<file path="config.mk">
export PLATFORM = sky130hd
export DESIGN_NAME = apv_trig_sequencer
export DESIGN_NICKNAME = d
export VERILOG_FILES = /design/src/rtl/trig_seq_pkg.sv /design/src/rtl/trig_pulser.sv /design/src/rtl/apv_trig_sequencer.sv
export SDC_FILE = /design/constraint.sdc
export NUM_CORES = 1
export LEC_CHECK = 0
export ABC_AREA = 1
export ABC_CLOCK_PERIOD_IN_PS = 4460
export CAP_MARGIN = 20
export CORE_MARGIN = 4
export CORE_UTILIZATION = 45
export DETAILED_ROUTE_END_ITERATION = 8
export GPL_TIMING_DRIVEN = 0
export PLACE_DENSITY = 0.75
export SYNTH_ARGS = -nofsm -noshare
export SYNTH_HDL_FRONTEND = slang
export SYNTH_SLANG_ARGS = --single-unit
</file>
<file path="constraint.sdc">
create_clock -name CLK -period 4.46 [get_ports CLK]
set_clock_uncertainty 0.05 [all_clocks]
set_input_delay 0.892 -clock CLK [delete_from_list [all_inputs] [get_ports CLK]]
set_output_delay 0.892 -clock CLK [all_outputs]
set_load 0.01 [all_outputs]
</file>
<file path="src/rtl/trig_seq_pkg.sv">
// ---------------------------------------------------------------------------
// trig_seq_pkg
//   Shared types for the APV trigger sequencer. It holds:
//   - the FSM state encoding,
//   - the trigger source indices (ext / sw / pulser),
//   - the fixed-priority source picker used by the arbiter.
// ---------------------------------------------------------------------------
package trig_seq_pkg;

    typedef enum logic [2:0] {
        ST_IDLE    = 3'd0,
        ST_TRIG_HI = 3'd1,
        ST_TRIG_LO = 3'd2,
        ST_RST_HI  = 3'd3,
        ST_RST_LO  = 3'd4
    } seq_state_t;

    localparam int NUM_SRC    = 3;
    localparam int SRC_EXT    = 0;
    localparam int SRC_SW     = 1;
    localparam int SRC_PULSER = 2;

    // Shortest low phase after any command, whatever MIN_SPACING says.
    localparam int MIN_LOW    = 2;

    typedef logic [1:0] src_id_t;

    // Fixed priority ext > sw > pulser. Only meaningful when pend != 0.
    function automatic src_id_t pick_src(input logic [NUM_SRC-1:0] pend);
        src_id_t id;
        id = src_id_t'(SRC_PULSER);
        if (pend[SRC_SW])  id = src_id_t'(SRC_SW);
        if (pend[SRC_EXT]) id = src_id_t'(SRC_EXT);
        return id;
    endfunction

endpackage

</file>
<file path="src/rtl/trig_pulser.sv">
// ---------------------------------------------------------------------------
// trig_pulser
//   Free-running period counter. It emits a one-cycle tick each time the
//   count reaches period-1, then reloads to 0. The counter is held at 0
//   while the pulser is disabled or the period is 0.
// Ports
//   gclk    in   clock
//   grst_n  in   async active-low reset
//   enable  in   pulser source enabled
//   period  in   period in gclk cycles, 0 = off
//   tick    out  one-cycle request strobe
// ---------------------------------------------------------------------------
module trig_pulser #(
    parameter int PULSER_W = 24
) (
    input  logic                gclk,
    input  logic                grst_n,
    input  logic                enable,
    input  logic [PULSER_W-1:0] period,
    output logic                tick
);

    logic [PULSER_W-1:0] cnt;
    logic                run;

    assign run = enable && (period != '0);

    // The >= comparison keeps the pulser alive if the period is lowered
    // below the current count. It ticks once, reloads, and resumes.
    assign tick = run && (cnt >= (period - PULSER_W'(1)));

    always_ff @(posedge gclk or negedge grst_n) begin
        if (!grst_n)
            cnt <= '0;
        else if (!run || tick)
            cnt <= '0;
        else
            cnt <= cnt + PULSER_W'(1);
    end

endmodule

</file>
<file path="src/rtl/apv_trig_sequencer.sv">
// ---------------------------------------------------------------------------
// apv_trig_sequencer
//   Front-end scheduler for the APV trigger generator. It arbitrates three
//   trigger sources: external, software and internal pulser. It drives the
//   generator's TRIG_CMD / RESET_CMD edge inputs with a programmable high
//   time and a minimum low time. After every RESYNC_EVERY issued triggers,
//   it inserts a RESET_CMD. It counts issued and dropped requests.
// Ports
//   CLK, RSTb         clock, async active-low reset
//   SRC_EN[2:0]       per-source enable: [0] ext, [1] sw, [2] pulser
//   EXT_TRIG          asynchronous external level (2-FF synchronized here)
//   SW_TRIG           software trigger pulse
//   SW_RESET          software resync request pulse (never dropped)
//   PULSER_PERIOD     pulser period, 0 = off
//   MIN_SPACING       low time after each command (min 2)
//   CMD_WIDTH         high time of each command (min 1)
//   RESYNC_EVERY      auto resync interval in triggers, 0 = never
//   TRIGGER_DISABLED  generator cannot accept triggers: new requests dropped
//   CNT_CLR           synchronous clear of both counters
//   TRIG_CMD          trigger command to generator
//   RESET_CMD         reset command to generator
//   BUSY              sequencer not idle
//   LAST_SRC          source of the last issued trigger
//   ISSUED_CNT        triggers issued (wraps)
//   DROPPED_CNT       requests dropped (wraps)
// ---------------------------------------------------------------------------
module apv_trig_sequencer
    import trig_seq_pkg::*;
#(
    parameter int CNT_W    = 32,
    parameter int PULSER_W = 24,
    parameter int HOLD_W   = 8
) (
    input  logic                CLK,
    input  logic                RSTb,
    input  logic [2:0]          SRC_EN,
    input  logic                EXT_TRIG,
    input  logic                SW_TRIG,
    input  logic                SW_RESET,
    input  logic [PULSER_W-1:0] PULSER_PERIOD,
    input  logic [HOLD_W-1:0]   MIN_SPACING,
    input  logic [3:0]          CMD_WIDTH,
    input  logic [15:0]         RESYNC_EVERY,
    input  logic                TRIGGER_DISABLED,
    input  logic                CNT_CLR,
    output logic                TRIG_CMD,
    output logic                RESET_CMD,
    output logic                BUSY,
    output logic [1:0]          LAST_SRC,
    output logic [CNT_W-1:0]    ISSUED_CNT,
    output logic [CNT_W-1:0]    DROPPED_CNT
);

    // One extra bit, so that hold_cnt+1 cannot overflow against a limit of 255.
    localparam int LW = HOLD_W + 1;

    seq_state_t           state, state_nxt;

    logic                 ext_s1, ext_s2, ext_d;
    logic                 ext_edge;
    logic                 pulser_tick;

    logic [NUM_SRC-1:0]   req, pend, grant, accept, drop;
    logic [1:0]           n_drop;
    logic                 issue;
    src_id_t              sel;

    logic                 rst_pend;
    logic [15:0]          resync_cnt;
    logic                 resync_due;

    logic [HOLD_W-1:0]    hold_cnt;
    logic [LW-1:0]        cmd_lim, spc_lim, phase_lim;
    logic                 phase_done;
    logic                 rst_done;

    // ---------------- request sources ----------------
    always_ff @(posedge CLK or negedge RSTb) begin
        if (!RSTb) begin
            ext_s1 <= 1'b0;
            ext_s2 <= 1'b0;
            ext_d  <= 1'b0;
        end else begin
            ext_s1 <= EXT_TRIG;
            ext_s2 <= ext_s1;
            ext_d  <= ext_s2;
        end
    end

    assign ext_edge = ext_s2 && !ext_d;

    trig_pulser #(.PULSER_W(PULSER_W)) u_pulser (
        .gclk   (CLK),
        .grst_n (RSTb),
        .enable (SRC_EN[SRC_PULSER]),
        .period (PULSER_PERIOD),
        .tick   (pulser_tick)
    );

    assign req[SRC_EXT]    = ext_edge;
    assign req[SRC_SW]     = SW_TRIG;
    assign req[SRC_PULSER] = pulser_tick;

    // ---------------- arbitration ----------------
    // A pending reset blocks trigger grants. The trigger stays pending
    // until the resync sequence completes.
    assign sel   = pick_src(pend);
    assign issue = (state == ST_IDLE) && !rst_pend && (pend != '0);

    always_comb begin
        grant = '0;
        if (issue)
            grant = NUM_SRC'(1) << sel;
    end

    // A flag consumed this cycle counts as free. A request that lands
    // on the grant cycle is latched, not dropped.
    always_comb begin
        n_drop = '0;
        for (int i = 0; i < NUM_SRC; i++) begin
            accept[i] = SRC_EN[i] && req[i] && !TRIGGER_DISABLED && (!pend[i] || grant[i]);
            drop[i]   = SRC_EN[i] && req[i] && !accept[i];
            n_drop    = n_drop + 2'(drop[i]);
        end
    end

    always_ff @(posedge CLK or negedge RSTb) begin
        if (!RSTb) begin
            pend <= '0;
        end else begin
            for (int i = 0; i < NUM_SRC; i++) begin
                if (!SRC_EN[i])
                    pend[i] <= 1'b0;
                else if (accept[i])
                    pend[i] <= 1'b1;
                else if (grant[i])
                    pend[i] <= 1'b0;
            end
        end
    end

    // ---------------- phase timing ----------------
    // Limits are sampled live. hold_cnt counts elapsed cycles, so a change
    // mid-phase only moves the end of the phase.
    assign cmd_lim = (CMD_WIDTH == 4'd0) ? LW'(1) : LW'(CMD_WIDTH);
    assign spc_lim = (MIN_SPACING < HOLD_W'(MIN_LOW)) ? LW'(MIN_LOW) : LW'(MIN_SPACING);

    always_comb begin
        phase_lim = spc_lim;
        if (state == ST_TRIG_HI || state == ST_RST_HI)
            phase_lim = cmd_lim;
    end

    assign phase_done = (LW'(hold_cnt) + LW'(1)) >= phase_lim;
    assign rst_done   = (state == ST_RST_HI) && phase_done;
    assign resync_due = (RESYNC_EVERY != 16'd0) && (resync_cnt >= RESYNC_EVERY);

    always_ff @(posedge CLK or negedge RSTb) begin
        if (!RSTb)
            hold_cnt <= '0;
        else if (state == ST_IDLE || phase_done)
            hold_cnt <= '0;
        else
            hold_cnt <= hold_cnt + HOLD_W'(1);
    end

    // ---------------- FSM ----------------
    always_ff @(posedge CLK or negedge RSTb) begin
        if (!RSTb)
            state <= ST_IDLE;
        else
            state <= state_nxt;
    end

    always_comb begin
        state_nxt = state;
        unique case (state)
            ST_IDLE: begin
                if (rst_pend)
                    state_nxt = ST_RST_HI;
                else if (issue)
                    state_nxt = ST_TRIG_HI;
            end
            ST_TRIG_HI: if (phase_done) state_nxt = ST_TRIG_LO;
            ST_TRIG_LO: if (phase_done) state_nxt = resync_due ? ST_RST_HI : ST_IDLE;
            ST_RST_HI:  if (phase_done) state_nxt = ST_RST_LO;
            ST_RST_LO:  if (phase_done) state_nxt = ST_IDLE;
            default:    state_nxt = ST_IDLE;
        endcase
    end

    // Commands decode straight from the state register. An async reset
    // therefore drops them at once.
    always_comb begin
        TRIG_CMD  = 1'b0;
        RESET_CMD = 1'b0;
        BUSY      = 1'b1;
        unique case (state)
            ST_IDLE:    BUSY      = 1'b0;
            ST_TRIG_HI: TRIG_CMD  = 1'b1;
            ST_RST_HI:  RESET_CMD = 1'b1;
            default:    ;
        endcase
    end

    // ---------------- resync bookkeeping ----------------
    // A SW_RESET that lands on the clearing edge wins, so it is never lost.
    always_ff @(posedge CLK or negedge RSTb) begin
        if (!RSTb) begin
            rst_pend   <= 1'b0;
            resync_cnt <= '0;
        end else begin
            if (SW_RESET)
                rst_pend <= 1'b1;
            else if (rst_done)
                rst_pend <= 1'b0;

            if (rst_done)
                resync_cnt <= '0;
            else if (issue)
                resync_cnt <= resync_cnt + 16'd1;
        end
    end

    // ---------------- status / counters ----------------
    always_ff @(posedge CLK or negedge RSTb) begin
        if (!RSTb) begin
            LAST_SRC    <= '0;
            ISSUED_CNT  <= '0;
            DROPPED_CNT <= '0;
        end else begin
            if (issue)
                LAST_SRC <= sel;
            if (CNT_CLR) begin
                ISSUED_CNT  <= '0;
                DROPPED_CNT <= '0;
            end else begin
                if (issue)
                    ISSUED_CNT <= ISSUED_CNT + CNT_W'(1);
                DROPPED_CNT <= DROPPED_CNT + CNT_W'(n_drop);
            end
        end
    end

endmodule

</file>
**Word-level counts from Yosys, hierarchy flattened**

Index checks and enable logic that the tools add are counted.
Widths: inputs -> output; s select.

- Bits in registers: 124
- Input port bits: 62
- Output and inout bits: 69
- Logic and storage cells: 119

- Add/subtract/negate cells: 9
- $lt $le $gt $ge: 4
- Equality and inequality tests: 12
- Shifts and indexed selects: 1
- Multiplexer cells: 35
- Reductions and logical operators: 44

Operators with widths:

| cell | number |
|---|---|
| $mux 32 | 3 |
| $add 32x1->32 const B | 1 |
| $add 32x2->32 | 1 |
| $mux 16 | 2 |
| $add 24x1->24 const B | 1 |
| $ge 24x24->1 | 1 |
| $mux 24 | 1 |
| $mux 8 | 3 |
| $reduce_bool 24->1 | 1 |
| $sub 24x1->24 const B | 1 |
| $mux 3 | 7 |
| $logic_and 1x1->1 | 19 |
| $add 16x1->16 const B | 1 |
| $ge 16x16->1 | 1 |
| $reduce_bool 16->1 | 1 |
| $pmux 3 s5 | 1 |
| $mux 1 | 14 |
| $logic_not 1->1 | 10 |
| $add 8x1->9 const B | 1 |
| $ge 9x9->1 | 1 |
| $ne 3x1->1 const B | 3 |
| $add 8x1->8 const B | 1 |
| $lt 8x2->1 const B | 1 |
| $ne 2x2->1 const B | 4 |
| other kinds (15) | 25 |

**Depth between registers and ports, before layout**

Gate-level depths: netlist of run 1.

- Depth in word-level cells: 12
- Depth in mapped cells: 32
- Gate-level depth less buffers: 32

**Modules after synthesis**

Synthesis of run 1 repeated with hierarchy kept, for this count alone.

- Cell total of the unflattened synthesis: 1,250
- Area, all modules: 8,927.3 um2

Modules (own cells, without submodules):

| module | instances | cells an instance | area an instance (um2) | seq. area each (um2) |
|---|---|---|---|---|
| apv_trig_sequencer | 1 | 876 | 6,331.1 | 2,502.4 |
| trig_pulser | 1 | 374 | 2,596.2 | 600.6 |

**Least setup slack after synthesis of run 1**

No wires, ideal clock.

- Path kind: input -> register
- From: in PULSER_PERIOD[0]
- To: reg DROPPED_CNT[26]
- Setup time: 132 ps
- Arrival time: 4,770 ps
- Required time: 4,278 ps
- Setup slack: -491 ps
- Stages on the path: 30
- Buffers on the path: 0
- Path through: inv_1 ha_1 nand2_2 nor3_1 nand4_1 nor3_2 xor2_1 inv_1 ha_1 nand2_1 nor2_1 nand2_1 inv_1 nand2_1 nand4_1 nand2_1 a21oi_1 fa_1 ha_1 inv_1 fa_1 nor2_2 nand2_2 nor2_2 nand2_1 inv_2 nand2_1 nor2_1 xor2_1 nor2_1

- Longest elaborated chain between the ends: 11
- Elaborated cells between the ends (all ways): 13
- Those cells by class: add/sub: 3; order compare: 1; mux: 1; reduce/logical: 8

RTL lines:

| what | line | source |
|---|---|---|
| start, declared | apv_trig_sequencer.sv:40 | `input logic [PULSER_W-1:0] PULSER_PERIOD,` |
| $sub 24x1->24 or $reduce_bool 24->1 (tied branches) | trig_pulser.sv:30, trig_pulser.sv:26 |  |
| $ge 24x24->1 or $logic_and 1x1->1 (tied branches) | trig_pulser.sv:30, trig_pulser.sv:26 |  |
| $logic_and 1x1->1 (*) | trig_pulser.sv:30 | `assign tick = run && (cnt >= (period - PULSER_W'(1)));` |
| $logic_and 1x1->1 (*) | apv_trig_sequencer.sv:121, apv_trig_sequencer.sv:122 |  |
| $logic_and 1x1->1 (2 in a row) | apv_trig_sequencer.sv:121 | `accept[i] = SRC_EN[i] && req[i] && !TRIGGER_DISABLED && (!pend[i] \|\| grant[i]);` |
| $logic_not 1->1 | apv_trig_sequencer.sv:122 | `drop[i] = SRC_EN[i] && req[i] && !accept[i];` |
| $logic_and 1x1->1 (*) | apv_trig_sequencer.sv:122 |  |
| $add 2x1->2 (*) | apv_trig_sequencer.sv:123 | `n_drop = n_drop + 2'(drop[i]);` |
| $add 32x2->32 (*) | apv_trig_sequencer.sv:240 | `DROPPED_CNT <= DROPPED_CNT + CNT_W'(n_drop);` |
| $mux 32 (*) | apv_trig_sequencer.sv:234 | `if (CNT_CLR) begin` |
| end signal, assigned | apv_trig_sequencer.sv:240 |  |
| end, declared | apv_trig_sequencer.sv:51 | `output logic [CNT_W-1:0] DROPPED_CNT` |

Every way passes the cells marked *; elsewhere a longest branch is shown, timed or not.
A chain may end at the register's enable or synchronous reset.

**Final worst setup path of run 1**

- From: in PULSER_PERIOD[1]
- To: reg DROPPED_CNT[29]

Same word-level chain as after synthesis.

==> run summary, run 1 <==
The run gives 0 as the overall overflow remaining after global route. The wire-length estimate of the detail-placed layout is 16100 um. Routability-driven placement finished with a final weighted congestion of 0.895. The number of endpoints with negative hold slack in the final report is 0. Die height: 145 um. The pre-antenna-repair detailed-routing pass consisted of 5 iterations. The worst-case IR drop observed on VDD is 245 uV. In the synthesized netlist the async set-or-reset flop fraction comes to 100%.

No sink is reached through more buffers than the 2 on the longest clock path. CTS placed an instance of clkbuf_16 at the clock tree root. Setup violations remaining at the end of the flow were counted as 25. The number of top-level pins is 131, and the clock-pin slew reported for the worst setup and hold paths after clock tree synthesis is 0.05 ns. The summed negative setup slack over all endpoints was -5.21 ns; the final critical-path share of the clock period was 107%.

The number of placement rows is 49. Setup repair after global routing could not meet its margin everywhere. The final layout contains 1441 nets. The tools report the number of buffers inserted during clock tree synthesis as 17. Measured against its own limit, the worst slew margin works out to 60.2%. Main flop type after synthesis: dfrtp_1. Total count of max-transition violations in the final report: 0. 0 antenna diodes ended up in the layout. The number of cells in the finished layout apart from fillers is 1563. Along the worst path, the maximum fanout reaches 4. The worst setup path is captured at a flop.

In this run the number of H-tree levels came out at 4. In the global route stage, overall resource usage came out at 21.0%. Summed over all cells, the static leakage comes to 5.28 nW.

STA puts the critical path data required time at 4.69 ns. The sequential-to-total area share from yosys stat came out at 36.7%. The number of clock sinks is 124, and the synthesized flop and latch total is 124.

For the number of global-route vias before repair, the log shows 7900. Of the cells placed in the final design, the portion with a size suffix greater than 1 is 14.8%. The remaining antenna violation count was 0.

The checks that failed: setup timing. TritonCTS built the clock tree. The worst setup path is launched from a primary input. The run gives 5.02 ns as the worst endpoint data arrival time. The routed design could run at a clock period as short as 4.79 ns.

The area overhead of the layout relative to synthesis is 33.7%, and the worst-margin pin slew is 0.596 ns. Counting every net in the synthesized netlist gives 1249. The run gives 1490 as the placed cell count. The first global-routing pass estimated 37400 um of wire. The initial antenna violation count was 0. The detailed router finished its first iteration with 451 violations. Clock latency on the worst-skew pair, taken at its later pin, is 0.41 ns.

The power density over cell area is 302 nW/um^2, and the floorplan die area is 21000 um^2. The biggest area consumer among synthesized cells was dfrtp_1. The routed via count divided by cell count was 5.18; the largest net degree at the start of global routing was 89. After synthesis the cells add up to 8450 um^2.

In the layout the commonest cells are 209 x nand2_1, 149 x nor2_1, 142 x inv_1, 124 x dfrtp_1, 107 x clkdlybuf4s50_1. The logs give 43 for the count of distinct cell types in the synthesized netlist and 0 for the total number of yosys warnings. The wire length per cell was 14.0 um. The setup path with the least slack is of type in2reg. The fmax was 0.209 GHz; the count of port buffers added during placement was 130. The tools report the max-cap violation count as 0. The worst-case setup margin in the final layout was -0.328 ns; the initial core utilization was 46.4%. The overall routed net length is 22000 um, and the area of the core is 18200 um^2. The worst hold-check path type was reg2reg. Fill cells in the final layout number 1514.

Across all layers, the routed design uses 8089 vias. The flow ran to the end, but the final reports show violations. In the routed design, unresolved DRC markers number 0. Dividing the synthesized area by the synthesized cell count gives 7.48 um^2. Measured along the x axis, the die boundary spans 145 um.

In the post-synthesis netlist, the biggest area contributors are dfrtp_1 37%, nand2_1 9.7%, ha_1 8.1%. Synthesis handed over a netlist of 1130 instances. The number of synthesized flops with an enable pin is 0, and the fraction of synthesized cell area taken by the top area cell type is 36.7%. The commonest non-fill, non-tap cell in the layout is nand2_1.
==> cells by family (layout without fill, tap and decap cells) <==
| logic type | Yosys count | in the layout | synth area share (%) |
|---|---|---|---|
| AOI/OAI and AO/OA | 114 | 114 | 7.15 |
| xor gates and xnor gates | 71 | 71 | 7.36 |
| buffers and inverters | 170 | 374 | 7.86 |
| adders and majority gates | 57 | 57 | 8.62 |
| DFF | 124 | 124 | 36.7 |
| and+or+nand+nor | 594 | 594 | 32.3 |
==> area by class of cell <==
type / count / area (um^2) / share of cell area, %
multi-input combinational: 836 / 5020 / 44.5
timing repair buffer: 173 / 1620 / 14.4
sequential: 124 / 3100 / 27.5
inverter: 157 / 594 / 5.26
clock buffer: 23 / 478 / 4.23
buffer: 13 / 73.8 / 0.653
clock inverter: 8 / 115 / 1.02
tap: 229 / 287 / 2.54
==> worst paths after layout <==
path                                   from              end  slack (ns)  depth (start not counted)
setup / recovery           PULSER_PERIOD[1]  DROPPED_CNT[29]       -0.33                         28
hold / removal                       ext_s1           ext_s2        0.29                          0
setup reg to reg                   state[0]  DROPPED_CNT[29]        0.70                         22
hold reg to reg                      ext_s1           ext_s2        0.29                          0
max in group asynchronous              RSTb  DROPPED_CNT[25]        3.26                          2
min in group asynchronous              RSTb    resync_cnt[5]        0.32                          1
==> metal layers <==
metal	GRT usage (%)	part of all wire (%)	vias to the layer above
li1	-	-	4080
met1	28.7	45	3736
met3	5.08	6.4	30
met5	0	0	-
met4	5.84	1.6	0
met2	33.7	47	243
==> synthesized netlist by cell type (3+ instances only) <==
cell / instances
xor2_1: 48
ha_1: 55
nor3_1: 49
o21a_1: 6
nor4_1: 11
nor3_2: 7
clkbuf_1: 6
nor2_4: 4
and3_1: 3
a21oi_1: 58
buf_6: 3
nand2_2: 9
inv_1: 147
xnor2_1: 23
nand2_1: 218
nand3_1: 48
inv_2: 7
o21ai_0: 41
dfrtp_1: 124
nor2_1: 169
nand4_1: 51
nor2_2: 9
==> flip-flops by register name, indices dropped and copies added, names as in the netlist <==
register / cells
pend: 3
ISSUED_CNT: 32
ext_s1: 1
resync_cnt: 16
rst_pend: 1
ext_s2: 1
ext_d: 1
DROPPED_CNT: 32
hold_cnt: 8
u_pulser.cnt: 24
state: 3
LAST_SRC: 2
==> through the flow <==
step	setup WS, ns	hold slack, ns	cell area [um^2]	total power [W]	util (%)
global route	-0.610	0.314	11300	0.00364	62.0
global placement	-2.50	0.283	10100	0.00200	55.3
CTS	-0.402	0.297	11100	0.00344	61.0
detailed placement	-1.50	0.286	10100	0.00203	55.4
finish	-0.328	0.294	11300	0.00341	62.0
floorplan	-0.314	0.281	8470	0.00177	-
==> worst max-delay path: stages <==
cell	delay, ns
buf_8	0.10
nor3_4	0.19
nand2_2	0.11
nor3_4	0.22
nand2_2	0.11
nor2_4	0.16
nand4_1	0.11
xor2_1	0.17
ha_1	0.30
a21oi_2	0.16
o21ai_2	0.08
a21oi_2	0.13
nand4_1	0.18
nand2_1	0.12
a21oi_2	0.04
fa_1	0.48
ha_2	0.17
inv_2	0.04
buf_4	0.12
buf_6	0.11
o21ai_4	0.18
inv_2	0.07
nor2_1	0.14
nand2_1	0.14
nor2_2	0.17
nand3_1	0.11
xor2_1	0.14
nor2_1	0.05
==> power by group <==
part           total, W  leakage (nW)  internal, W  switching [W]
registers       0.00127          1.69      0.00120      0.0000745
clock network   0.00139         0.297     0.000915       0.000474
logic          0.000753          3.30     0.000312       0.000442
==> what timing repair did <==
item	CTS	global route
setup buffers	31	12
pin swaps	44	32
gates resized for setup	126	34
hold buffers	0	0
endpoints found under the setup margin	31	31
(Power assumes the default switching activity.)
==> inputs of run 2 (changes only) <==
- CORE_UTILIZATION: 45 -> 40
- PLACE_DENSITY: 0.75 -> 0.68
==> run 2 against run 1 <==
  * The flow still finishes with violations (setup timing)
  * Sequential share of layout area down 0.37 points
  * Largest cell class unchanged
  * Clock power about the same
  * Design area increased by 1.4%
  * Worst hold slack gained 0.00058 ns
  * Cell count up 3.0%
  * Flip-flop and latch count unchanged
  * Wire length grew 3.4%
  * First-iteration DRC count is 15% higher
  * Non-clock buffer count rose by 5
  * Global-route usage down 1.7 points
  * Critical path depth rose by 2
  * Critical path type unchanged
  * Clock-buffer cell count is 3 higher
==> run summary, run 2 (synthesized netlist as in run 1, its figures left out) <==
The run gives 18 as the number of setup violations in the final report. The library cells used most frequently in the layout, excluding fill and tap cells, are 205 x nand2_1, 147 x nor2_1, 140 x inv_1, 124 x dfrtp_1, 107 x clkdlybuf4s50_1. Overall track demand over capacity in global routing: 19.3%.

Detailed placement ended at an HPWL of 16400 um. The net count of the finished layout is 1446. The wire length per cell is 14.1 um. The worst-case IR drop observed on VDD is 242 uV.

Derived from the worst setup path, the maximum achievable clock frequency is 0.210 GHz. The routed via count divided by cell count was 5.01. STA classifies the critical path endpoint as a flop. In this run, post-CTS hold repair placed 0 buffers. For the total number of H-tree levels, the log shows 4. The die is 153 um tall. Across the run, the number of max-cap violations was 0. The area overhead of the layout relative to synthesis is 35.6%, and the number of global-route vias before repair is 8037.

Setup repair after global routing could not meet its margin everywhere. The floorplan has 52 rows. The later pin in the worst-skew pair is clocked with a latency of 0.41 ns. No sink is reached through more buffers than the 2 on the longest clock path.

The largest registers in the layout are DROPPED_CNT (32), ISSUED_CNT (32), u_pulser.cnt (24). The path class of the tightest hold or removal check is reg2reg. The number of endpoints with negative hold slack in the final report is 0, and the fraction of final layout cells sized beyond drive strength 1 is 15.8%.

TritonCTS built the clock tree. Detailed routing placed a total of 1190 um of wire on met3. The logs give 1531 for the placed cell count and 0 for the total count of max-transition violations in the final report.

The tools report the initial antenna violation count as 0. The critical path is of the in2reg type. During I/O placement, the number of pins put on the boundary was 131.

The tools report the nature of the critical path startpoint as a primary input. The number of cells in the finished layout apart from fillers was 1610; the maximum fanout along the worst path was 4. In this run the remaining antenna-violating nets after routing total 0. The floorplan step set the die width to 153 um. After detailed placement, the total cell area comes to 10100 um^2. The checks that failed: setup timing.

The filler cells instantiated in the layout total 1837. 0 antenna diodes ended up in the layout. The largest net degree at the start of global routing came out at 97. Power density over cell area: 302 nW/um^2. The first global-routing pass estimated 38000 um of wire. For this design the static power due to leakage is 5.33 nW. The number of buffers inserted during clock tree synthesis was 17. Commonest non-fill, non-tap cell in the layout: nand2_1.

The data required time of the worst path is 4.71 ns, and the worst-margin pin slew is 0.654 ns. The clock-pin slew reported for the worst setup and hold paths after clock tree synthesis came out at 0.05 ns. Wire segments on met2 add up to 10500 um in the final route. For this run, the detailed router's first-pass iteration total came to 5. The critical path contains buffers and inverters numbering 5 combined. For this configuration, the core starts out at a cell density of 41.2%. For this block, wires on met1 add up to 10400 um.

Weighted congestion at the end of routability-driven global placement: 0.909. The total number of vias was 8071. For the final instance area, the log shows 11500 um^2. In this run the top signal layer used is met4. The run gives -0.306 ns as the worst-case setup margin in the final layout. Number of violations reported at the end of detailed-routing iteration 0: 518.

Library cell used as clock root buffer: clkbuf_16. Wires add up to 22700 um. The number of clock sinks is 124. After detailed routing, the number of remaining DRC violations is 0.

The flow ran to the end, but the final reports show violations. Measured against its own limit, the worst slew margin works out to 56.0%. During placement, the flow inserted port buffers numbering 130.

After floorplanning, the core was sized to cover 20500 um^2. At the worst endpoint, the arrival time is 5.02 ns. The floorplan step defined a die boundary enclosing 23500 um^2. After layout, the worst path uses 107% of the clock period. The worst path in the final design needs a cycle of 4.77 ns, including I/O delays and setup. On the critical path, the stage with the largest delay is an instance of fa_2. After global routing the overflow that remains totals 0. On the worst path, the slowest cell contributes a delay of 0.59 ns. The kind of cell with the highest combined delay along the critical path is simple AND/OR/NAND/NOR gates.
run 2: per-layer routing:
layer,vias to the layer above,track usage (%)
li1,4099,-
met1,3726,25.7
met2,208,31.5
met3,38,3.93
met4,0,6.39
met5,-,0
run 2: timing repair:
action,CTS,global route
gates resized for setup,119,49
pin swaps,41,39
setup buffers,41,6
setup endpoints to repair,31,31
cloned,0,0
run 2: cell type report:
| type | count | area [um^2] | area share [%] |
|---|---|---|---|
| plain buffers | 13 | 73.8 | 0.644 |
| clock buffers | 26 | 499 | 4.36 |
| clock inverters | 6 | 108 | 0.939 |
| inverters | 157 | 596 | 5.20 |
| multi-input cells | 836 | 5090 | 44.4 |
| flip-flops and latches | 124 | 3100 | 27.1 |
| well taps | 270 | 338 | 2.95 |
| repair buffers | 178 | 1650 | 14.4 |
run 2: report_power, final:
part           leakage (nW)  internal [W]  switching, W
clock network         0.295      0.000937      0.000486
registers              1.69       0.00120     0.0000733
logic                  3.34      0.000317      0.000448
run 2: path summary, 6_finish.rpt:
check	from	end	slack, ns	depth (start not counted)
hold / removal	ext_s1	ext_s2	0.29	0
min in group asynchronous	RSTb	resync_cnt[7]	0.30	1
max in group asynchronous	RSTb	DROPPED_CNT[29]	3.31	2
hold reg to reg	ext_s1	ext_s2	0.29	0
setup / recovery	PULSER_PERIOD[1]	DROPPED_CNT[10]	-0.31	30
setup reg to reg	state[2]	DROPPED_CNT[10]	0.67	24
run 2: metrics by stage:
step	hold slack, ns	setup WS (ns)	power, W	util [%]	setup TNS (ns)
finish	0.294	-0.306	0.00346	55.9	-2.98
floorplan	0.281	-0.314	0.00177	-	-2.11
global placement	0.285	-2.64	0.00201	49.3	-357.82
detailed placement	0.286	-1.45	0.00203	49.5	-32.64
global route	0.305	-0.585	0.00367	55.9	-9.09
CTS	0.292	-0.347	0.00348	54.7	-3.51
